### config.mk
export PLATFORM = sky130hd
export DESIGN_NAME = commit_ctrl
export DESIGN_NICKNAME = d
export VERILOG_FILES = /design/src/rtl/commit_ctrl.sv
export SDC_FILE = /design/constraint.sdc
export NUM_CORES = 1
export LEC_CHECK = 0
export ABC_AREA = 0
export BUFFER_PORTS_ARGS = -buffer_cell sky130_fd_sc_hd__buf_2
export CAP_MARGIN = 20
export CORE_MARGIN = 1
export CORE_UTILIZATION = 50
export CTS_BUF_LIST = sky130_fd_sc_hd__clkbuf_4
export DETAILED_ROUTE_END_ITERATION = 8
export PLACE_DENSITY = 0.87
export SLEW_MARGIN = 20
export SYNTH_ARGS = -nofsm -noshare
export SYNTH_HDL_FRONTEND = slang
export SYNTH_SLANG_ARGS = --single-unit
### constraint.sdc
create_clock -name clk_in -period 2.2 [get_ports clk_in]
set_input_delay 0.44 -clock clk_in [delete_from_list [all_inputs] [get_ports clk_in]]
set_output_delay 0.44 -clock clk_in [all_outputs]
set_load 0.01 [all_outputs]
### src/rtl/commit_ctrl.sv
// rtl/commit_ctrl.sv - ROB head retirement, register write-back and mispredict flush sequencer
module commit_ctrl #(
    parameter int FLUSH_CYCLES  = 2,
    parameter int ROB_INDEX_BIT = 4
) (
    input  logic                     clk_in,
    input  logic                     rst_in,
    input  logic                     rdy_in,
    input  logic                     head_valid,
    input  logic [4:0]               head_rd,
    input  logic [31:0]              head_value,
    input  logic [ROB_INDEX_BIT-1:0] head_rob_id,
    input  logic [31:0]              head_pc,
    input  logic                     head_mispredict,
    input  logic [31:0]              head_target_pc,
    output logic                     head_pop,
    output logic [4:0]               rf_set_value_id,
    output logic [31:0]              rf_set_value,
    output logic [ROB_INDEX_BIT-1:0] rf_set_value_rob_id,
    output logic                     clear,
    output logic                     redirect_valid,
    output logic [31:0]              redirect_pc,
    output logic                     busy,
    output logic [31:0]              commit_count,
    output logic                     dbg_commit,
    output logic [31:0]              dbg_commit_addr
);

    localparam logic [1:0] ST_IDLE    = 2'd0;
    localparam logic [1:0] ST_WB_LAST = 2'd1;
    localparam logic [1:0] ST_FLUSH   = 2'd2;

    // The first FLUSH cycle is counted by the WB_LAST transition itself.
    localparam logic [3:0] FLUSH_LOAD = 4'(FLUSH_CYCLES - 1);

    logic [1:0]  state;
    logic [3:0]  flush_cnt;
    logic [31:0] target_pc;
    logic [31:0] count_q;

    assign head_pop     = rst_in && rdy_in && (state == ST_IDLE) && head_valid;
    assign busy         = (state != ST_IDLE);
    assign commit_count = count_q;

    always_ff @(posedge clk_in) begin
        if (!rst_in) begin
            state               <= ST_IDLE;
            flush_cnt           <= 4'd0;
            target_pc           <= 32'd0;
            count_q             <= 32'd0;
            rf_set_value_id     <= 5'd0;
            rf_set_value        <= 32'd0;
            rf_set_value_rob_id <= '0;
            clear               <= 1'b0;
            redirect_valid      <= 1'b0;
            redirect_pc         <= 32'd0;
            dbg_commit          <= 1'b0;
            dbg_commit_addr     <= 32'd0;
        end else if (rdy_in) begin
            rf_set_value_id <= 5'd0;
            dbg_commit      <= 1'b0;
            clear           <= 1'b0;
            redirect_valid  <= 1'b0;
            case (state)
                ST_IDLE: begin
                    if (head_pop) begin
                        rf_set_value_id     <= head_rd;
                        rf_set_value        <= head_value;
                        rf_set_value_rob_id <= head_rob_id;
                        dbg_commit          <= 1'b1;
                        dbg_commit_addr     <= head_pc;
                        count_q             <= count_q + 32'd1;
                        // Hold off the clear one cycle so the register file keeps this write.
                        if (head_mispredict) begin
                            state     <= ST_WB_LAST;
                            target_pc <= head_target_pc;
                        end
                    end
                end
                ST_WB_LAST: begin
                    state          <= ST_FLUSH;
                    clear          <= 1'b1;
                    redirect_valid <= 1'b1;
                    redirect_pc    <= target_pc;
                    flush_cnt      <= FLUSH_LOAD;
                end
                ST_FLUSH: begin
                    if (flush_cnt == 4'd0) begin
                        state <= ST_IDLE;
                    end else begin
                        flush_cnt <= flush_cnt - 4'd1;
                    end
                end
                default: state <= ST_IDLE;
            endcase
        end
    end

endmodule

==> impl_metrics.json <==
{
  "vias": 6325,
  "grt_max_degree": 83,
  "cpMaxStageDelayCell": "or4b_4",
  "io_pins": 252,
  "peakVddDrop_mv": 0.479,
  "ys.warnings.count": 0,
  "layout.cells.most_common": "nand2_1",
  "cts_hold_buffers": 0,
  "root_buffer": "clkbuf_4",
  "layout_common_cells": "277 x nand2_1, 250 x buf_2, 175 x dfxtp_1",
  "die_area_um2": 13700,
  "hold_path.class": "in2reg",
  "final_cells": 1234,
  "cts_buffers": 17,
  "grt_pass1_wl_um": 24500,
  "die_y_um": 117,
  "drc": 0,
  "place.detailed.hpwl_um": 11400,
  "reg2reg_depth": 5,
  "core_area_um2": 12800,
  "worst-path-buf-inv": 1,
  "clockBufferDepth": 2,
  "avgSynthCellArea_um2": 8.04,
  "final_hold_viol_count": 0,
  "synthCells": 824,
  "setup_viol": 0,
  "fin_skew_ps": 14.2,
  "startpoint_type": "flop",
  "cellLeakagePower_nw": 3.54,
  "worstSkewPairLatency_ps": 560,
  "cpPeakStageDelay_ps": 530,
  "synth_seq_area_share_pct": 53.5,
  "whs_path_depth": 3,
  "drive_above_1_share_pct": 28.7,
  "clk_pin_slew_ps": 130,
  "routabilityCongestion": 0.783,
  "fmax_ghz": 0.473,
  "routed_wl_um": 16600,
  "power_w": 0.00561,
  "initial_core_util_pct": 51.8,
  "drt_pass1_iterations": 5,
  "ant_nets": 0,
  "viasPerCell": 5.13,
  "synth_fp_nets": 936,
  "end_kind": "output port",
  "wl_per_cell_um": 13.5,
  "rows": 41,
  "period_needed_ps": 2120,
  "critPathRequiredTime_ps": 1760,
  "crit_start": "state[1]",
  "slew_headroom_pct": 51.8,
  "power.density_nw_per_um2": 675,
  "path_cells": "or4b_4 > nor2_4 > buf_6",
  "stdcell_area_um2": 8320,
  "grt_overflow": 0,
  "drv_cap": 0,
  "min_from": "head_value[23]",
  "crit_type": "reg2out",
  "crit_cells": 3,
  "synth.distinct_cells": 36,
  "syn_area_um2": 6620,
  "rrSetupSlack_ps": 230,
  "crit_family": "simple AND/OR/NAND/NOR gates",
  "outcome": "completed",
  "critPathArrivalTime_ps": 1680,
  "reg2reg_from": "state[0]",
  "maxSlewViolCount": 0,
  "dp_cells": 1202,
  "cts.sinks": 177,
  "worst_pin_slew_ps": 723,
  "tritoncts": "done",
  "dpl_cell_area_um2": 8010,
  "area_growth_pct": 25.6,
  "io_buffers": 251,
  "fin_nets": 1163,
  "h-tree-depth": 4,
  "period_share_pct": 96.1,
  "grt_antenna_before_repair": 1,
  "die_x_um": 117,
  "grt_usage_pct": 23.2,
  "n_fill_cell": 1052,
  "ys_ff_latch": 177,
  "drt-initial-drc-count": 417,
  "rsz0062_at_grt": "yes",
  "crit_fanout": 2,
  "grt_pass1_vias": 5165
}
## metrics by stage
| stage | hold WS, ps | worst slack (ps) | setup TNS [ps] | util, % |
|---|---|---|---|---|
| after detailed placement | 443 | 94.7 | 0 | 62.7 |
| after global routing | 40.1 | -19.0 | -19.0 | 65.1 |
| after floorplan | 432 | 99.7 | 0 | - |
| after global placement | 437 | 121 | 0 | 62.7 |
| after CTS | 53.1 | 3.52 | 0 | 65.0 |
| final | 101 | 84.7 | 0 | 65.1 |
## worst register-to-register path: cells and delay by family, from the launching register on
family          cells  cell delay (ps)
simple gates        3             1250
buf+inv             1              150
flops               1              360
compound gates      1              150
## report_power, final
group / total [W] / internal, W / switching, W
Combinational: 0.000495 / 0.000204 / 0.000291
Clock: 0.00179 / 0.000791 / 0.00100
Sequential: 0.00333 / 0.00329 / 0.0000410
## routing by layer
layer  track usage, %  wire, um
met5                0         0
met3             7.98      1280
met2             38.9      8010
met1             27.2      7010
met4             9.28       321
## sequential cells by signal, summed over array words and instances (netlist names), 4 cells and up
| register | flops |
|---|---|
| redirect_pc | 32 |
| flush_cnt | 4 |
| target_pc | 32 |
| rf_set_value_id | 5 |
| dbg_commit_addr | 32 |
| rf_set_value_rob_id | 4 |
| rf_set_value | 32 |
| commit_count | 32 |
## synth_stat cells
master / instances / share of area, %
nand2_1: 277 / 16
dfxtp_1: 177 / 54
a21oi_1: 163 / 12
clkbuf_1: 40 / 2.3
nor2_1: 16 / 0.91
o31ai_1: 15 / 1.7
or4_1: 15 / 1.7
nand3_1: 14 / 1.1
o21ai_0: 14 / 1.1
or3_1: 12 / 1.1
buf_2: 11 / 0.83
nand4_1: 10 / 0.94
inv_1: 7 / 0.40
and4_1: 6 / 0.79
a22oi_1: 5 / 0.57
and3_1: 5 / 0.47
xor2_1: 5 / 0.66
buf_1: 4 / 0.23
and2_1: 3 / 0.28
buf_4: 2 / 0.23
clkbuf_2: 2 / 0.15
ha_1: 2 / 0.38
mux2i_1: 2 / 0.30
nand4_2: 2 / 0.38
nor2b_1: 2 / 0.19
nor3b_1: 2 / 0.23
xnor2_1: 2 / 0.26
and4bb_1: 1 / 0.19
buf_6: 1 / 0.17
nand3_4: 1 / 0.26
nor3_1: 1 / 0.075
o22a_1: 1 / 0.13
or2_2: 1 / 0.095
or3b_2: 1 / 0.13
or4b_1: 1 / 0.15
or4b_2: 1 / 0.15
## final timing paths
check,to
worst max-delay path,head_pop
worst min-delay path,rf_set_value[23]
worst max register to register,commit_count[31]
worst min register to register,redirect_pc[0]
## area by class of cell
cell class | instances | area [um^2] | area share, %
repair buffers | 268 | 1440 | 17.3
diodes | 1 | 2.50 | 0.0301
multi-input cells | 580 | 2810 | 33.8
clock buffers | 20 | 150 | 1.81
clock inverters | 9 | 118 | 1.41
inverters | 7 | 28.8 | 0.346
well taps | 172 | 215 | 2.59
flip-flops and latches | 177 | 3550 | 42.7
## kinds of logic after synthesis
logic type / Yosys count / synth area share [%]
muxes: 2 / 0.302
AOI/OAI and AO/OA: 198 / 15.8
and+or+nand+nor: 371 / 24.8
DFF: 177 / 53.5
xor gates and xnor gates: 7 / 0.926
adders and majority gates: 2 / 0.378
buffers and inverters: 67 / 4.27
## repair_timing
action | 4_1_cts | 5_1_grt
gates resized for setup | 6 | 3
gates cloned | 0 | 0
pin swaps | 1 | 1
buffers inserted | 2 | 0
endpoints found under the setup margin | 1 | 1
Note: power is estimated with default switching activity, not from simulation.
